### config.mk
export PLATFORM = sky130hd
export DESIGN_NAME = mips_cpu_flat
export DESIGN_NICKNAME = d
export VERILOG_FILES = /design/src/rtl/mips_cpu_pkg.sv /design/src/rtl/mips_cpu_if.sv /design/src/rtl/mips_cpu_reg_file.sv /design/src/rtl/mips_cpu.sv /design/src/flat_wrapper.sv
export SDC_FILE = /design/constraint.sdc
export NUM_CORES = 2
export LEC_CHECK = 0
export BUFFER_PORTS_ARGS = -buffer_cell sky130_fd_sc_hd__buf_2
export CAP_MARGIN = 20
export CORE_ASPECT_RATIO = 0.9
export CORE_MARGIN = 3
export CORE_UTILIZATION = 26
export DETAILED_ROUTE_END_ITERATION = 6
export GPL_TIMING_DRIVEN = 1
export HOLD_SLACK_MARGIN = 0.03
export SETUP_SLACK_MARGIN = 0.1
export SYNTH_ARGS = -nofsm -noshare
export SYNTH_HDL_FRONTEND = slang
export SYNTH_HIERARCHICAL = 1
export SYNTH_SLANG_ARGS = --single-unit
export TNS_END_PERCENT = 20
### constraint.sdc
create_clock -name clk -period 7.07 [get_ports clk]
set_input_delay 0.707 -clock clk [delete_from_list [all_inputs] [get_ports clk]]
set_output_delay 0.707 -clock clk [all_outputs]
set_load 0.005 [all_outputs]
### src/rtl/mips_cpu_pkg.sv
// Shared definitions for the mips_cpu core: opcodes, functs, ALU ops,
// the decoded control word and the default reset/halt PC values.
package mips_cpu_pkg;

  localparam logic [31:0] RESET_PC_DEFAULT = 32'h0000_3000;
  localparam logic [31:0] HALT_PC_DEFAULT  = 32'hFFFF_FFFF;
  localparam int          NUM_REGS         = 32;

  localparam logic [5:0] OP_RTYPE = 6'h00;
  localparam logic [5:0] OP_J     = 6'h02;
  localparam logic [5:0] OP_BEQ   = 6'h04;
  localparam logic [5:0] OP_BNE   = 6'h05;
  localparam logic [5:0] OP_ADDI  = 6'h08;
  localparam logic [5:0] OP_ANDI  = 6'h0C;
  localparam logic [5:0] OP_ORI   = 6'h0D;
  localparam logic [5:0] OP_LUI   = 6'h0F;
  localparam logic [5:0] OP_LW    = 6'h23;
  localparam logic [5:0] OP_SW    = 6'h2B;
  localparam logic [5:0] OP_HLT   = 6'h3F;

  localparam logic [5:0] FN_SLL = 6'h00;
  localparam logic [5:0] FN_ADD = 6'h20;
  localparam logic [5:0] FN_SUB = 6'h22;
  localparam logic [5:0] FN_AND = 6'h24;
  localparam logic [5:0] FN_OR  = 6'h25;
  localparam logic [5:0] FN_SLT = 6'h2A;

  typedef enum logic [2:0] {
    ALU_ADD,
    ALU_SUB,
    ALU_AND,
    ALU_OR,
    ALU_SLT,
    ALU_SLL,
    ALU_LUI
  } alu_op_e;

  // One decoded instruction; an all-zero word is a nop.
  typedef struct packed {
    logic       reg_write;
    logic [4:0] wr_addr;
    logic       wb_from_mem;
    alu_op_e    alu_op;
    logic       alu_src_imm;
    logic       imm_zext;
    logic       branch_eq;
    logic       branch_ne;
    logic       jump;
    logic       halt;
    logic       mem_read;
    logic       mem_write;
  } ctrl_t;

  function automatic logic [31:0] sext16(input logic [15:0] v);
    return {{16{v[15]}}, v};
  endfunction

endpackage

### src/rtl/mips_cpu_if.sv
// Instruction and data memory bus between the core (master) and memory (slave).
// Both ports are combinational: the slave answers instr/data_out in the same
// cycle the master drives addresses; a store is captured on the rising edge
// while mem_write is high. There is no stall, so no valid/ready pair exists.
interface mips_cpu_if;

  logic [31:0] inst_addr;
  logic [31:0] instr;
  logic [31:0] data_addr;
  logic [31:0] data_in;
  logic        mem_read;
  logic        mem_write;
  logic [31:0] data_out;

  modport master (
    output inst_addr, data_addr, data_in, mem_read, mem_write,
    input  instr, data_out
  );

  modport slave (
    input  inst_addr, data_addr, data_in, mem_read, mem_write,
    output instr, data_out
  );

endinterface

### src/rtl/mips_cpu_reg_file.sv
// 32x32 register file: two combinational read ports, one edge-triggered write
// port. R0 is hardwired to zero; reads during a write see the old value.
module mips_cpu_reg_file
  import mips_cpu_pkg::*;
(
  input  logic        clk,
  input  logic        reset,
  input  logic [4:0]  rs_addr,
  input  logic [4:0]  rt_addr,
  output logic [31:0] rs_data,
  output logic [31:0] rt_data,
  input  logic        we,
  input  logic [4:0]  wr_addr,
  input  logic [31:0] wr_data
);

  logic [31:0] regFile [NUM_REGS];

  always_ff @(posedge clk) begin
    if (reset) begin
      for (int i = 0; i < NUM_REGS; i++) regFile[i] <= '0;
    end else if (we && (wr_addr != 5'd0)) begin
      regFile[wr_addr] <= wr_data;
    end
  end

  assign rs_data = (rs_addr == 5'd0) ? 32'h0 : regFile[rs_addr];
  assign rt_data = (rt_addr == 5'd0) ? 32'h0 : regFile[rt_addr];

endmodule

### src/rtl/mips_cpu.sv
// Single-cycle MIPS-subset core: decode, ALU and next-PC are combinational,
// PC and register file update on the rising edge. PC == HALT_PC is terminal.
module mips_cpu
  import mips_cpu_pkg::*;
#(
  parameter logic [31:0] RESET_PC = RESET_PC_DEFAULT,
  parameter logic [31:0] HALT_PC  = HALT_PC_DEFAULT
) (
  input  logic       clk,
  input  logic       reset,
  mips_cpu_if.master bus,
  output logic       halted
);

  logic [31:0] pc;
  logic [31:0] pc_plus4;
  logic [31:0] next_pc;
  logic [31:0] rs_val;
  logic [31:0] rt_val;
  logic [31:0] imm_ext;
  logic [31:0] br_off;
  logic [31:0] alu_b;
  logic [31:0] alu_y;
  logic [31:0] wr_data;
  logic        taken;
  ctrl_t       ctrl;

  logic [5:0]  opcode;
  logic [5:0]  funct;
  logic [4:0]  rs;
  logic [4:0]  rt;
  logic [4:0]  rd;
  logic [4:0]  shamt;
  logic [15:0] imm16;
  logic [25:0] target;

  assign opcode = bus.instr[31:26];
  assign rs     = bus.instr[25:21];
  assign rt     = bus.instr[20:16];
  assign rd     = bus.instr[15:11];
  assign shamt  = bus.instr[10:6];
  assign funct  = bus.instr[5:0];
  assign imm16  = bus.instr[15:0];
  assign target = bus.instr[25:0];

  assign halted = (pc == HALT_PC);

  // Once halted the fetched word is ignored entirely.
  always_comb begin
    ctrl         = '0;
    ctrl.alu_op  = ALU_ADD;
    ctrl.wr_addr = rt;
    if (!halted) begin
      case (opcode)
        OP_RTYPE: begin
          ctrl.wr_addr = rd;
          case (funct)
            FN_ADD: begin ctrl.reg_write = 1'b1; ctrl.alu_op = ALU_ADD; end
            FN_SUB: begin ctrl.reg_write = 1'b1; ctrl.alu_op = ALU_SUB; end
            FN_AND: begin ctrl.reg_write = 1'b1; ctrl.alu_op = ALU_AND; end
            FN_OR:  begin ctrl.reg_write = 1'b1; ctrl.alu_op = ALU_OR;  end
            FN_SLT: begin ctrl.reg_write = 1'b1; ctrl.alu_op = ALU_SLT; end
            FN_SLL: begin ctrl.reg_write = 1'b1; ctrl.alu_op = ALU_SLL; end
            default: ;
          endcase
        end
        OP_ADDI: begin
          ctrl.reg_write   = 1'b1;
          ctrl.alu_src_imm = 1'b1;
        end
        OP_ANDI: begin
          ctrl.reg_write   = 1'b1;
          ctrl.alu_src_imm = 1'b1;
          ctrl.imm_zext    = 1'b1;
          ctrl.alu_op      = ALU_AND;
        end
        OP_ORI: begin
          ctrl.reg_write   = 1'b1;
          ctrl.alu_src_imm = 1'b1;
          ctrl.imm_zext    = 1'b1;
          ctrl.alu_op      = ALU_OR;
        end
        OP_LUI: begin
          ctrl.reg_write = 1'b1;
          ctrl.alu_op    = ALU_LUI;
        end
        OP_LW: begin
          ctrl.reg_write   = 1'b1;
          ctrl.alu_src_imm = 1'b1;
          ctrl.wb_from_mem = 1'b1;
          ctrl.mem_read    = 1'b1;
        end
        OP_SW: begin
          ctrl.alu_src_imm = 1'b1;
          ctrl.mem_write   = 1'b1;
        end
        OP_BEQ: ctrl.branch_eq = 1'b1;
        OP_BNE: ctrl.branch_ne = 1'b1;
        OP_J:   ctrl.jump      = 1'b1;
        OP_HLT: ctrl.halt      = 1'b1;
        default: ;
      endcase
    end
  end

  assign imm_ext = ctrl.imm_zext ? {16'h0, imm16} : sext16(imm16);
  assign alu_b   = ctrl.alu_src_imm ? imm_ext : rt_val;

  always_comb begin
    alu_y = 32'h0;
    case (ctrl.alu_op)
      ALU_ADD: alu_y = rs_val + alu_b;
      ALU_SUB: alu_y = rs_val - alu_b;
      ALU_AND: alu_y = rs_val & alu_b;
      ALU_OR:  alu_y = rs_val | alu_b;
      ALU_SLT: alu_y = {31'h0, $signed(rs_val) < $signed(alu_b)};
      ALU_SLL: alu_y = rt_val << shamt;
      ALU_LUI: alu_y = {imm16, 16'h0};
      default: alu_y = 32'h0;
    endcase
  end

  // Branch offsets are always sign-extended, independent of imm_zext.
  assign br_off   = sext16(imm16) << 2;
  assign pc_plus4 = pc + 32'd4;
  assign taken    = (ctrl.branch_eq && (rs_val == rt_val)) ||
                    (ctrl.branch_ne && (rs_val != rt_val));

  always_comb begin
    next_pc = pc_plus4;
    if (halted || ctrl.halt) next_pc = HALT_PC;
    else if (ctrl.jump)      next_pc = {pc_plus4[31:28], target, 2'b00};
    else if (taken)          next_pc = pc_plus4 + br_off;
  end

  always_ff @(posedge clk) begin
    if (reset) pc <= RESET_PC;
    else       pc <= next_pc;
  end

  assign wr_data = ctrl.wb_from_mem ? bus.data_out : alu_y;

  assign bus.inst_addr = pc;
  assign bus.data_addr = alu_y;
  assign bus.data_in   = rt_val;
  assign bus.mem_read  = ctrl.mem_read && !reset;
  assign bus.mem_write = ctrl.mem_write && !reset;

  mips_cpu_reg_file RegFile (
    .clk     (clk),
    .reset   (reset),
    .rs_addr (rs),
    .rt_addr (rt),
    .rs_data (rs_val),
    .rt_data (rt_val),
    .we      (ctrl.reg_write),
    .wr_addr (ctrl.wr_addr),
    .wr_data (wr_data)
  );

endmodule

### src/flat_wrapper.sv
// flat-port wrapper written by rule: the top's interface ports become plain ports
module mips_cpu_flat import mips_cpu_pkg::*;
#(
  parameter logic [31:0] RESET_PC = RESET_PC_DEFAULT,
  parameter logic [31:0] HALT_PC  = HALT_PC_DEFAULT
)
  (clk, reset, halted, bus_inst_addr, bus_data_addr, bus_data_in, bus_mem_read, bus_mem_write, bus_instr, bus_data_out);
  mips_cpu_if bus_i ();
  input  logic clk;
  input  logic reset;
  output logic halted;
  output wire logic [$bits(bus_i.inst_addr)-1:0] bus_inst_addr;
  output wire logic [$bits(bus_i.data_addr)-1:0] bus_data_addr;
  output wire logic [$bits(bus_i.data_in)-1:0] bus_data_in;
  output wire logic [$bits(bus_i.mem_read)-1:0] bus_mem_read;
  output wire logic [$bits(bus_i.mem_write)-1:0] bus_mem_write;
  input wire logic [$bits(bus_i.instr)-1:0] bus_instr;
  input wire logic [$bits(bus_i.data_out)-1:0] bus_data_out;
  assign bus_inst_addr = bus_i.inst_addr;
  assign bus_data_addr = bus_i.data_addr;
  assign bus_data_in = bus_i.data_in;
  assign bus_mem_read = bus_i.mem_read;
  assign bus_mem_write = bus_i.mem_write;
  assign bus_i.instr = bus_instr;
  assign bus_i.data_out = bus_data_out;
  mips_cpu #(.RESET_PC(RESET_PC), .HALT_PC(HALT_PC)) u_core (.clk(clk), .reset(reset), .bus(bus_i), .halted(halted));
endmodule
==> out/qor.yml <==
pwr:
  power_per_cell_area_nw_per_um2: 237
  static_leak_nw: 29.1
  max-vdd-ir-drop_mv: 0.200
cells_and_area:
  register_area_um2: 31400
  final-instance-count-excl-fill: 8921
  multi_input_area_um2: 32600
  fill_cells: 24900
  layout-drive-gt1-share: 0.294
  postLayoutCoreUtil: 0.311
  finish.instance_area_um2: 78000
  final_net_count: 5681
  layout-area-overhead-vs-synth_pct: 18.5
clock_network:
  ctsRootBufferMaster: "sky130_fd_sc_hd__clkbuf_16"
  numCtsBuffers: 110
  ctsLongestPathBuffers: 3
  worstSkewPairLatency_ns: 0.77
  clock-sinks: 1055
  tritoncts: "yes"
  clock_tree.htree_level_count: 3
  cts-hold-fix-buffers: 0
  clk_transition_reported_paths_ns: 0.07
timing:
  relSlewSlack: 0.258
  finClkSkew_ns: 0.0687
  fin_setup_tns_ns: 0
  drv_slew: 0
  worst_slew_pin_slew_ns: 1.11
  setup-violations-final: 0
  report.final.hold_viol_count: 0
  setup_slack_ns: 0.0627
  period_needed_ns: 7.01
  fmax_ghz: 0.143
  grt_setup_unrepaired: "yes"
  fin_crit_sh: 0.991
critical_path:
  path_buf_inv: 10
  critical_path_peak_fanout: 18
  cp-end-kind: "primary output"
  cp_top_family: "compound AO/OA/AOI/OAI gates"
  critical_path.cell_chain: "buf_16 -> buf_4 -> buf_4 -> mux4_2 -> a22o_1 -> a2111oi_1 -> nor3_1 -> mux2_2 -> inv_1 -> buf_4 -> ha_1 -> nor2_1 -> o311a_1 -> a21o_1 -> buf_4 -> a21oi_1 -> o21ai_0 -> buf_4 -> a22o_1 -> o21ai_0 -> buf_4 -> o2111ai_1 -> buf_4 -> buf_2"
  worstPathArrival_ns: 6.30
  crit_path_top_delay_cell: "sky130_fd_sc_hd__a2111oi_1"
  cells_on_worst_reg2reg_path: 22
  cp_slowest_stage_delay_ns: 0.74
  path_depth: 24
  worst_ep_required_time_ns: 6.36
  timing_worst_setup_path_type: "in2out"
  worstSetupStartpointType: "input port"
  critical_path.most_common_cell: "sky130_fd_sc_hd__buf_4"
synth:
  predominant_post_synthesis_flop_cell: "sky130_fd_sc_hd__edfxtp_1"
  synth_largest_area_cell: "sky130_fd_sc_hd__edfxtp_1"
  yosys_register_bits: 1055
  post_synthesis_xor_xnor_area_fraction: 0.0117
  syn_area_um2: 65800
  postSynthAreaPerCell_um2: 12.9
  muxShareOfSynthArea: 0.215
  yosys.area.top_type_share: 0.467
  count_of_mapped_cells_out_of_synthesis: 5098
  dominant_combinational_cell_family_by_area_after_synthesis: "multiplexers"
  yosys_warning_count: 6
  yosys-top-cells-area: "sky130_fd_sc_hd__edfxtp_1 (47%), sky130_fd_sc_hd__mux4_2 (17%), sky130_fd_sc_hd__and2_1 (9.6%), sky130_fd_sc_hd__mux2i_1 (2.9%), sky130_fd_sc_hd__ha_1 (2.5%)"
  yosysSeqAreaShare: 0.476
  synth-compound-area-share: 0.0876
  ys_types: 93
  synthSimpleGateAreaFrac: 0.143
  ys_async_sr_fraction: 0
  synth_enable_flop_cells: 1024
  adder_and_majority_cell_fraction_of_the_synthesized_area: 0.0258
floorplanning:
  floorplan.die.height_um: 483
  fp-row-count: 174
  floorplan.core_area_um2: 251000
  die_w_um: 536
  die_area_um2: 259000
  ios: 165
  initial_utilization: 0.263
routing:
  drc: 0
  drt_first_pass_iters: 6
  drt-total-wl_um: 269000
  route.detailed.vias_per_inst: 5.62
  wl_per_cell_um: 30.1
  first_iter_violations: 7273
  drtAntennaViolNets: 0
  via_count: 50100
grt:
  maximum_number_of_pins_on_one_net_before_global_route_repair: 61
  antenna_found_initial: 20
  grt_use_met3: 0.0617
  peak_usage_layer_in_the_global_routing_report: "met2"
  track_usage: 0.200
  grt_use_met2: 0.297
  grt_pass1_vias: 48700
  grt_first_pass_wirelength_um: 375000
  grt.overflow.total: 0
  use_met1: 0.271
placement:
  postPlaceCellArea_um2: 74100
  dpl_wire_length_um: 186000
  buffer_ports.inserted: 164
  gpl.final_weighted_congestion: 0.995
  post-place-ws_ns: -0.216
  numPlacedInstances: 8709
status:
  run_status: "completed"
min_path:
  worstHoldPathCells: 3
  hold_path_class: "in2reg"
flow_run:
  maxCapViolCount: 0
[layout make-up]
type / instances / share of cell area
Multi-Input combinational cell: 3475 / 0.417
Sequential cell: 1055 / 0.402
Timing Repair Buffer: 724 / 0.0758
Tap cell: 3344 / 0.0536
Clock buffer: 136 / 0.0369
Clock inverter: 65 / 0.00855
Inverter: 115 / 0.00553
Antenna cell: 7 / 0.000224
[where the power goes]
| part | switching (mW) | total (mW) | leakage, nW | internal, mW |
|---|---|---|---|---|
| combinational | 3.44 | 5.42 | 16.5 | 1.98 |
| clock | 2.62 | 5.88 | 1.72 | 3.26 |
| sequential | 0.129 | 7.20 | 10.8 | 7.07 |
[per-layer routing]
| layer | up-vias | wire length (um) |
|---|---|---|
| met5 | - | 226 |
| met4 | 6 | 12300 |
| met3 | 558 | 36200 |
| met2 | 3490 | 116000 |
| met1 | 25700 | 105000 |
| li1 | 20300 | - |
[flip-flops by register name (all words and copies together), names as in the netlist]
name	cells
u_core/RegFile/regFile	1024
u_core/bus.inst_addr	31
[layout by cell type, fill, tap and decap left out, types with 22 or more instances in the layout]
cell type	count
sky130_fd_sc_hd__o21ai_0	75
sky130_fd_sc_hd__conb_1	32
sky130_fd_sc_hd__buf_4	493
sky130_fd_sc_hd__nor2b_1	25
sky130_fd_sc_hd__a22oi_1	26
sky130_fd_sc_hd__o211ai_1	24
sky130_fd_sc_hd__xor2_1	48
sky130_fd_sc_hd__clkbuf_16	112
sky130_fd_sc_hd__nor3_1	60
sky130_fd_sc_hd__and3_1	22
sky130_fd_sc_hd__o21a_1	30
sky130_fd_sc_hd__a22o_1	56
sky130_fd_sc_hd__ha_1	129
sky130_fd_sc_hd__a21oi_1	157
sky130_fd_sc_hd__xnor2_1	40
sky130_fd_sc_hd__dfxtp_1	31
sky130_fd_sc_hd__and2_1	1007
sky130_fd_sc_hd__mux4_2	500
sky130_fd_sc_hd__nand3_1	37
sky130_fd_sc_hd__buf_2	157
sky130_fd_sc_hd__clkinv_1	24
sky130_fd_sc_hd__nand2b_1	23
sky130_fd_sc_hd__o22ai_1	117
sky130_fd_sc_hd__clkbuf_1	24
sky130_fd_sc_hd__nand2_1	132
sky130_fd_sc_hd__mux2_2	87
sky130_fd_sc_hd__a2111oi_1	28
sky130_fd_sc_hd__nor2_1	130
sky130_fd_sc_hd__edfxtp_1	1024
sky130_fd_sc_hd__buf_12	60
sky130_fd_sc_hd__a211oi_1	28
sky130_fd_sc_hd__a21o_1	43
sky130_fd_sc_hd__inv_1	113
sky130_fd_sc_hd__or2_2	36
sky130_fd_sc_hd__mux2i_1	191
[worst min-delay path, cell delays in order]
cell	delay, ns
sky130_fd_sc_hd__buf_2	0.20
sky130_fd_sc_hd__a21oi_1	0.16
sky130_fd_sc_hd__a21oi_1	0.07
[kinds of logic (layout without fill, tap and decap cells)]
| logic type | after synthesis | in the layout |
|---|---|---|
| buffers and inverters | 599 | 1040 |
| adder cells (fa/ha/maj) | 134 | 134 |
| other | 1 | 39 |
| multiplexers | 779 | 779 |
| flip-flops | 1055 | 1055 |
| AND/OR/NAND/NOR | 1627 | 1627 |
| XOR/XNOR | 88 | 88 |
| AO/OA/AOI/OAI | 815 | 815 |
[final timing paths]
check                                               from                                            to  slack (ns)
max                                        bus_instr[16]                             bus_data_addr[19]        0.06
max reg2reg  u_core/RegFile/regFile[31][5]$_SDFFCE_PN0P_  u_core/RegFile/regFile[22][31]$_SDFFCE_PN0P_        0.76
min                                        bus_instr[20]           u_core/bus.inst_addr[22]$_SDFF_PP0_        0.42
min reg2reg         u_core/bus.inst_addr[0]$_SDFFE_PP0P_          u_core/bus.inst_addr[0]$_SDFFE_PP0P_        0.50
[Yosys cell counts (all sizes together), types with 63 or more instances]
library cell / instances
and2: 1008
mux4: 500
a2111oi: 63
a21oi: 160
o21ai: 84
o22ai: 117
nor2: 164
clkbuf: 339
buf: 145
nand2: 132
edfxtp: 1024
inv: 113
ha: 131
mux2: 88
nor3: 85
mux2i: 191
[stage by stage]
stage	power (mW)	hold slack, ns
floorplan	9.82	0.488
CTS	18.4	0.375
finish	18.5	0.424
detailed placement	12.5	0.498
global route	19.0	0.414
global placement	12.5	0.482
[what timing repair did]
action,CTS,global route
resized for setup,13,48
cloned,0,1
endpoints found under the hold margin,0,0
setup buffers,0,2
pin swaps,0,1
setup endpoints to repair,17,16
Power figures use the tool's default switching activity.
